===== src/rtl/hdmi_pkg.sv =====
// hdmi_pkg: shared data island state encoding, timing lengths and subpacket type
package hdmi_pkg;
  typedef enum logic [2:0] {IDLE, PREAMBLE, LEAD_GUARD, PACKET, TRAIL_GUARD} di_state_t;
  localparam int DI_PREAMBLE_LEN = 8;
  localparam int DI_GUARD_LEN = 2;
  localparam int DI_PACKET_LEN = 32;
  typedef logic [3:0][55:0] subpacket_t;
endpackage


===== src/rtl/data_island_scheduler_if.sv =====
// data_island_scheduler_if: packet source handshake (valid/ready, 24-bit header, 4x56 subpackets)
//   master: packet source drives pkt_valid/pkt_header/pkt_sub, receives pkt_ready
//   slave:  scheduler samples the packet, drives the one-cycle pkt_ready accept strobe
interface data_island_scheduler_if;
  import hdmi_pkg::*;
  logic pkt_valid;
  logic [23:0] pkt_header;
  subpacket_t pkt_sub;
  logic pkt_ready;
  modport master(output pkt_valid, pkt_header, pkt_sub, input pkt_ready);
  modport slave(input pkt_valid, pkt_header, pkt_sub, output pkt_ready);
endinterface


===== src/rtl/data_island_scheduler.sv =====
// data_island_scheduler: places HDMI data islands (preamble, guard, 32-cycle packets, guard) in horizontal blanking
//   clk_pixel/rst_n: pixel clock, synchronous active-low reset
//   cx: pixel X; pkt: packet source handshake (slave side)
//   data_island_period/counter/header/sub: packet slot, slot position and latched packet for the assembler
//   di_preamble/di_guard: TMDS channel mux flags
module data_island_scheduler
  import hdmi_pkg::*;
#(
  parameter int BIT_WIDTH = 10,
  parameter int SCREEN_WIDTH = 640,
  parameter int FRAME_WIDTH = 800,
  parameter int CTRL_MIN = 4,
  parameter int VIDEO_RESERVE = 22,
  parameter int MAX_PACKETS = 18
) (
  input  logic                  clk_pixel,
  input  logic                  rst_n,
  input  logic [BIT_WIDTH-1:0]  cx,
  data_island_scheduler_if.slave pkt,
  output logic                  data_island_period,
  output logic [4:0]            counter,
  output logic [23:0]           header,
  output subpacket_t            sub,
  output logic                  di_preamble,
  output logic                  di_guard
);
  localparam int DI_START = SCREEN_WIDTH + CTRL_MIN;
  localparam int LIMIT = FRAME_WIDTH - 1 - VIDEO_RESERVE;
  localparam int NW = $clog2(MAX_PACKETS + 1);
  localparam logic [4:0] LAST = 5'(DI_PACKET_LEN - 1);
  di_state_t state_q, state_d;
  logic [2:0] phase_q, phase_d;
  logic [4:0] counter_q, counter_d;
  logic [NW-1:0] pkt_num_q, pkt_num_d;
  logic line_done_q, line_done_d;
  logic ready_q, ready_d;
  logic [23:0] header_q;
  subpacket_t sub_q;
  logic dip_q, pre_q, guard_q;
  logic room;
  // ready is registered, so the continue decision is taken one cycle early (counter 30, cx one less)
  assign room = 32'(cx) + 32'd35 <= 32'(LIMIT);
  always_comb begin
    state_d = state_q;
    phase_d = phase_q - 3'd1;
    counter_d = counter_q;
    pkt_num_d = ready_q ? pkt_num_q + NW'(1) : pkt_num_q;
    line_done_d = line_done_q && cx != '0;
    case (state_q)
      IDLE: if (cx == BIT_WIDTH'(DI_START) && pkt.pkt_valid && !line_done_q) begin
        state_d = PREAMBLE;
        phase_d = 3'(DI_PREAMBLE_LEN - 1);
        pkt_num_d = '0;
        line_done_d = 1'b1;
      end
      PREAMBLE: if (phase_q == '0) begin
        state_d = LEAD_GUARD;
        phase_d = 3'(DI_GUARD_LEN - 1);
      end
      LEAD_GUARD: if (phase_q == '0) begin
        state_d = ready_q ? PACKET : TRAIL_GUARD;
        phase_d = 3'(DI_GUARD_LEN - 1);
        counter_d = '0;
      end
      PACKET: begin
        counter_d = counter_q + 5'd1;
        if (counter_q == LAST && !ready_q) begin
          state_d = TRAIL_GUARD;
          phase_d = 3'(DI_GUARD_LEN - 1);
        end
      end
      TRAIL_GUARD: if (phase_q == '0) state_d = IDLE;
      default: state_d = IDLE;
    endcase
    // an unexpected line wrap abandons the island
    if (cx == '0 && state_q != IDLE) state_d = IDLE;
    ready_d = pkt.pkt_valid && ((state_d == LEAD_GUARD && phase_d == '0) ||
              (state_d == PACKET && counter_d == LAST && pkt_num_d < NW'(MAX_PACKETS) && room));
  end
  always_ff @(posedge clk_pixel) begin
    if (!rst_n) begin
      state_q <= IDLE;
      phase_q <= '0;
      counter_q <= '0;
      pkt_num_q <= '0;
      line_done_q <= 1'b0;
      ready_q <= 1'b0;
      header_q <= '0;
      sub_q <= '0;
      dip_q <= 1'b0;
      pre_q <= 1'b0;
      guard_q <= 1'b0;
    end else begin
      state_q <= state_d;
      phase_q <= phase_d;
      counter_q <= counter_d;
      pkt_num_q <= pkt_num_d;
      line_done_q <= line_done_d;
      ready_q <= ready_d;
      header_q <= ready_q ? pkt.pkt_header : header_q;
      sub_q <= ready_q ? pkt.pkt_sub : sub_q;
      dip_q <= state_d == PACKET;
      pre_q <= state_d == PREAMBLE;
      guard_q <= state_d == LEAD_GUARD || state_d == TRAIL_GUARD;
    end
  end
  assign pkt.pkt_ready = ready_q;
  assign data_island_period = dip_q;
  assign counter = counter_q;
  assign header = header_q;
  assign sub = sub_q;
  assign di_preamble = pre_q;
  assign di_guard = guard_q;
endmodule

===== src/flat_wrapper.sv =====
// flat-port wrapper written by rule: the top's interface ports become plain ports
module data_island_scheduler_flat import hdmi_pkg::*;
#(
  parameter int BIT_WIDTH = 10,
  parameter int SCREEN_WIDTH = 640,
  parameter int FRAME_WIDTH = 800,
  parameter int CTRL_MIN = 4,
  parameter int VIDEO_RESERVE = 22,
  parameter int MAX_PACKETS = 18
)
  (clk_pixel, rst_n, cx, data_island_period, counter, header, sub, di_preamble, di_guard, pkt_pkt_valid, pkt_pkt_header, pkt_pkt_sub, pkt_pkt_ready);
  data_island_scheduler_if pkt_i ();
  input  logic clk_pixel;
  input  logic rst_n;
  input  logic [BIT_WIDTH-1:0] cx;
  output logic data_island_period;
  output logic [4:0] counter;
  output logic [23:0] header;
  output subpacket_t sub;
  output logic di_preamble;
  output logic di_guard;
  input wire logic [$bits(pkt_i.pkt_valid)-1:0] pkt_pkt_valid;
  input wire logic [$bits(pkt_i.pkt_header)-1:0] pkt_pkt_header;
  input wire logic [$bits(pkt_i.pkt_sub)-1:0] pkt_pkt_sub;
  output wire logic [$bits(pkt_i.pkt_ready)-1:0] pkt_pkt_ready;
  assign pkt_i.pkt_valid = pkt_pkt_valid;
  assign pkt_i.pkt_header = pkt_pkt_header;
  assign pkt_i.pkt_sub = pkt_pkt_sub;
  assign pkt_pkt_ready = pkt_i.pkt_ready;
  data_island_scheduler #(.BIT_WIDTH(BIT_WIDTH), .SCREEN_WIDTH(SCREEN_WIDTH), .FRAME_WIDTH(FRAME_WIDTH), .CTRL_MIN(CTRL_MIN), .VIDEO_RESERVE(VIDEO_RESERVE), .MAX_PACKETS(MAX_PACKETS)) u_core (.clk_pixel(clk_pixel), .rst_n(rst_n), .cx(cx), .pkt(pkt_i), .data_island_period(data_island_period), .counter(counter), .header(header), .sub(sub), .di_preamble(di_preamble), .di_guard(di_guard));
endmodule

===== config.mk =====
export PLATFORM = sky130hd
export DESIGN_NAME = data_island_scheduler_flat
export DESIGN_NICKNAME = d
export VERILOG_FILES = /design/src/rtl/hdmi_pkg.sv /design/src/rtl/data_island_scheduler_if.sv /design/src/rtl/data_island_scheduler.sv /design/src/flat_wrapper.sv
export SDC_FILE = /design/constraint.sdc
export NUM_CORES = 1
export LEC_CHECK = 0
export CAP_MARGIN = 20
export CORE_AREA = 2 2 203 205
export DETAILED_ROUTE_END_ITERATION = 6
export DIE_AREA = 0 0 205 207
export GPL_ROUTABILITY_DRIVEN = 0
export PLACE_DENSITY_LB_ADDON = 0.15
export SLEW_MARGIN = 10
export SYNTH_ARGS = -nofsm -noshare
export SYNTH_HDL_FRONTEND = slang
export SYNTH_SLANG_ARGS = --single-unit

===== constraint.sdc =====
create_clock -name clk_pixel -period 2.6 [get_ports clk_pixel]
set_input_delay 0.52 -clock clk_pixel [delete_from_list [all_inputs] [get_ports clk_pixel]]
set_output_delay 0.52 -clock clk_pixel [all_outputs]
set_load 0.02 [all_outputs]

==> results.toml, run 1 <==
[run_status]
status = "completed"

[detailed_routing]
ant_nets = 0
vias = 8399
drt_iter0_markers = 356
firstDrtPassIters = 4
vias_per_cell = 4.18
drc_errors = 0
wl_per_cell_um = 17.1
wirelength_um = 34300

[pwr]
p_leak_nw = 5.70
powerDensity_nw_per_um2 = 561
ir_drop_uv = 439

[layout]
drive_above_1_share_pct = 4.80
instances_no_fill = 2010
fin_nets = 1723
diodes = 0
area_growth_pct = 69.7

[logic_synthesis]
ys_ff_latch = 269
netlist_area_um2 = 9870
ys_warn_count = 0
synthArstFlopShare_pct = 0
yosys-top-cells-area = "dfxtp_1, mux2i_1, nor2_1"
yosysSeqAreaShare_pct = 54.5
netlist_instances = 949
ys_dominant_reg_cell = "dfxtp_1"
synth_top_area_share_pct = 54.5
synth_nets = 1215
netlist.top_cell.by_area = "dfxtp_1"
syn_avg_cell_area_um2 = 10.4
synthTopCellsByCount = "dfxtp_1, nor2_1, mux2i_1"
synth_cell_types = 51
synth_edf_count = 0

[clock_network]
ctsHoldBuffers = 0
post-cts-setup-buffers = 0
worst_skew_pair.late_latency_ns = 0.53
cts.sinks = 269
clk_pin_slew_ns = 0.05
cts_tree = "yes"
cts_resized = 0
cts_buffers = 34
cts_htree_levels = 2
cts_root_buffer = "clkbuf_16"
clk_path_buf_depth = 3

[sta]
period_needed_ns = 2.31
skew_ns = 0.0142
finalHoldViolCount = 0
slew_headroom_pct = 35.6
period_share_pct = 89.0
clock.fmax_mhz = 432
setup_tns_ns = 0
worst_pin_slew_ns = 0.966
slew_violations = 0
rsz0062_at_grt = "no"
setup_viol = 0

[placed_design]
hpwl_um = 24900
numPortBuffers = 517
dp.cells = 1953

[grt]
grt_pass1_vias = 8536
overflow = 0
grt_use_total_pct = 15.6
grt_max_degree = 123
antenna_found_initial = 0
grt_pass1_wl_um = 51400

[worst_setup_path]
cp_slowest_cell = "clkdlybuf4s50_1"
startpoint_type = "flop"
cp_top_family = "buffers and inverters"
crit_fanout = 6
ff2ff_path_depth = 9
critPathBufInv = 2
max_stage_delay_ns = 0.80
cp-end-kind = "primary output"
path_depth = 2
cp.arrival_ns = 1.79
cp.required_ns = 2.08
cp_cell_sequence = "buf_4, clkdlybuf4s50_1"
path_class = "flop to primary output"

[floorplanning]
ioPinCount = 518
core_um2 = 40400
dieArea_um2 = 42400
start_util_pct = 24.5
die_h_um = 207
die_w_um = 205
placementRows = 74

[worst_hold_path]
hold_class = "flop to flop"
hold_depth = 2

[run]
drv_cap = 0
[path summary, 6_finish.rpt]
kind                     start                    to  slack [ns]
min reg2reg    u_core.sub[216]       u_core.sub[216]        0.49
max          u_core.counter[0]            counter[0]        0.29
min            u_core.sub[216]       u_core.sub[216]        0.49
max reg2reg  u_core.counter[1]  u_core.pkt.pkt_ready        0.30
[per-stage QoR]
stage / utilization [%] / cell area (µm²) / setup WS [ns] / total power [W] / hold slack (ns)
after floorplan: - / 9870 / 0.422 / 0.00435 / 0.457
after global placement: 38.8 / 15600 / 0.0848 / 0.00480 / 0.471
after detailed placement: 38.8 / 15600 / 0.0139 / 0.00480 / 0.480
after CTS: 41.5 / 16800 / 0.230 / 0.00962 / 0.495
after global routing: 41.5 / 16800 / 0.139 / 0.00980 / 0.509
final: 41.5 / 16800 / 0.287 / 0.00940 / 0.488
[routing by layer]
layer | track usage (%) | vias up | wire length (µm)
li1 | - | 4208 | -
met1 | 18.1 | 3793 | 13900
met2 | 26.0 | 353 | 16100
met3 | 6.61 | 45 | 3690
met4 | 4.74 | 0 | 603
met5 | 0 | - | 0
[tightest hold or removal path: cells and delay by family, from the launching register on]
family,cells,cell delay (ns)
DFF,1,0.32
and+or+nand+nor,1,0.07
muxes,1,0.06
[flip-flops by register name (all words and copies together), names as in the netlist]
signal / cells
u_core.sub: 224
u_core.header: 24
u_core.counter: 5
u_core.pkt_num_q: 5
u_core.phase_q: 3
u_core.state_q: 3
u_core.data_island_period: 1
u_core.di_guard: 1
u_core.di_preamble: 1
u_core.line_done_q: 1
u_core.pkt.pkt_ready: 1
[cell type report]
class | count | area [µm²]
fillers | 3948 | 23600
clock buffers | 48 | 1010
flip-flops and latches | 269 | 5390
clock inverters | 9 | 101
repair buffers | 532 | 5360
inverters | 7 | 33.8
multi-input cells | 613 | 4190
well taps | 532 | 666
[placed cells by master, fill, tap and decap left out, types with 2 or more instances in the layout]
master	instances
xor2_1	2
xnor2_1	5
clkbuf_1	7
clkinv_2	5
ha_1	5
nand3_1	5
nor2_1	269
nor4_1	3
nand2_1	10
clkdlybuf4s50_1	517
nand2b_1	2
mux2i_1	250
inv_1	6
a21oi_1	10
bufinv_16	2
a31oi_1	2
a21o_1	2
nor3_1	2
o31ai_1	2
and2_1	5
buf_4	9
buf_12	6
o21ai_1	2
dfxtp_1	268
clkbuf_8	4
nand4_1	3
clkbuf_16	37
and3_1	3
a211oi_1	5
[cells by family (layout without fill, tap and decap cells)]
family	Yosys count	after routing	synth area share (%)
compound gates	37	37	2.85
xor+xnor	7	7	0.621
fa+ha+maj	6	6	0.735
buf+inv	67	596	3.00
flops	269	269	54.5
mux	250	250	25.3
simple gates	313	313	12.9
[where the power goes]
group | internal [W] | switching (W)
clock | 0.00289 | 0.00181
sequential | 0.00413 | 0.00000593
combinational | 0.000396 | 0.000175
Power figures use the tool's default switching activity.
==> run 2: changes to the inputs <==
--- a/config.mk
+++ b/config.mk
@@ -10,7 +10,7 @@
 export DETAILED_ROUTE_END_ITERATION = 6
 export DIE_AREA = 0 0 205 207
 export GPL_ROUTABILITY_DRIVEN = 0
-export PLACE_DENSITY_LB_ADDON = 0.15
+export HOLD_SLACK_MARGIN = 0.12
 export SLEW_MARGIN = 10
 export SYNTH_ARGS = -nofsm -noshare
 export SYNTH_HDL_FRONTEND = slang
==> results.toml, run 2 (synthesized netlist as in run 1, its figures left out) <==
[floorplanning]
die_h_um = 207
placementRows = 74
core_um2 = 40400
start_util_pct = 24.5
dieArea_um2 = 42400
ioPinCount = 518
die_w_um = 205

[detailed_routing]
vias_per_cell = 4.23
vias = 8520
drt_iter0_markers = 294
wirelength_um = 32700
drc_errors = 0
ant_nets = 0
wl_per_cell_um = 16.2
firstDrtPassIters = 4

[clock_network]
worst_skew_pair.late_latency_ns = 0.57
clk_path_buf_depth = 3
cts_buffers = 31
cts_htree_levels = 1
cts.sinks = 269
cts_root_buffer = "clkbuf_16"
ctsHoldBuffers = 0
cts_resized = 0
clk_pin_slew_ns = 0.06
post-cts-setup-buffers = 0
cts_tree = "yes"

[worst_setup_path]
cp.required_ns = 2.08
crit_path_end = "counter[2]"
reg2reg_to = "u_core.pkt.pkt_ready"
cp-end-kind = "primary output"
path_class = "flop to primary output"
path_depth = 1
cp_cell_sequence = "clkdlybuf4s50_1"
ff2ff_path_depth = 9
timing.rr.start = "u_core.counter[1]"
cp_top_family = "buffers and inverters"
critPathBufInv = 1
max_stage_delay_ns = 0.81
cp_slowest_cell = "clkdlybuf4s50_1"
critPathLaunch = "u_core.counter[2]"
cp.arrival_ns = 1.84
crit_fanout = 6
r2r_slack_ns = 0.31
startpoint_type = "flop"

[layout]
instances_no_fill = 2015
fillers = 3965
drive_above_1_share_pct = 5.19
final_common_cell = "clkdlybuf4s50_1"
area_growth_pct = 69.7
final_util_pct = 41.5
regArea_um2 = 5390
final_cell_mix = "clkdlybuf4s50_1, nor2_1, dfxtp_1"
largest_reg_flops = 224
diodes = 0
fin_nets = 1724
multi_input_area_um2 = 4190

[sta]
rsz0062_at_grt = "no"
setup_viol = 0
skew_ns = 0.0117
period_share_pct = 90.8
slew_violations = 0
period_needed_ns = 2.36
finalHoldViolCount = 0
worst_pin_slew_ns = 0.917
clock.fmax_mhz = 424
layout_setup_ws_ns = 0.239
slew_headroom_pct = 38.9
setup_tns_ns = 0

[worst_hold_path]
hold_class = "flop to flop"

[placed_design]
numPortBuffers = 517
hpwl_um = 24100
dp.cells = 1957
pre_cts_slack_ns = -0.00987

[grt]
grt_pass1_wl_um = 49900
overflow = 0
antenna_found_initial = 0
grt_use_total_pct = 14.8
grt_max_degree = 126
grt_pass1_vias = 8777

[pwr]
p_leak_nw = 5.70
ir_drop_uv = 455
powerDensity_nw_per_um2 = 546

[run_status]
status = "completed"

[run]
drv_cap = 0
[run 2: cell types whose count changed in the layout (fill, tap and decap cells not counted), sizes merged]
cell and delta:
bufinv +1, clkbuf -4, clkinv +4, buf +4
[run 2: power breakdown]
| part | leakage (nW) | switching (W) | internal (W) |
|---|---|---|---|
| logic | 3.01 | 0.000183 | 0.000408 |
| clock network | 0.522 | 0.00175 | 0.00268 |
| registers | 2.17 | 0.00000535 | 0.00413 |
| total | 5.70 | 0.00194 | 0.00722 |
[run 2: how the worst min path moves through the flow]
stage	from	endpoint	slack (ns)	cells past startpoint
3_5_place_dp	u_core.sub[188]	u_core.sub[188]	0.48	2
3_3_place_gp	u_core.sub[50]	u_core.sub[50]	0.47	2
2_1_floorplan	u_core.line_done_q	u_core.line_done_q	0.46	2
6_report	u_core.sub[167]	u_core.sub[167]	0.49	2
5_1_grt	u_core.sub[75]	u_core.sub[75]	0.52	2
4_1_cts	u_core.sub[41]	u_core.sub[41]	0.50	2
[run 2: through the flow]
| stage | cell area, µm² | hold slack, ns | power [W] |
|---|---|---|---|
| after floorplan | 9870 | 0.457 | 0.00435 |
| final | 16800 | 0.489 | 0.00916 |
| after global placement | 15700 | 0.472 | 0.00481 |
| after global routing | 16800 | 0.516 | 0.00953 |
| after detailed placement | 15700 | 0.482 | 0.00482 |
| after CTS | 16800 | 0.496 | 0.00932 |
[run 2: layout make-up]
cell class,instances,share of cell area (%)
inverters,7,0.202
well taps,532,3.97
multi-input cells,613,25.0
repair buffers,536,32.4
clock inverters,14,0.926
clock buffers,44,5.34
flip-flops and latches,269,32.2
[run 2: layer usage]
layer / routed length, µm / vias to the layer above / track usage, %
li1: - / 4219 / -
met1: 12800 / 3903 / 16.7
met2: 15600 / 354 / 25.8
met3: 3630 / 44 / 5.93
met4: 628 / 0 / 4.02
met5: 0 / - / 0
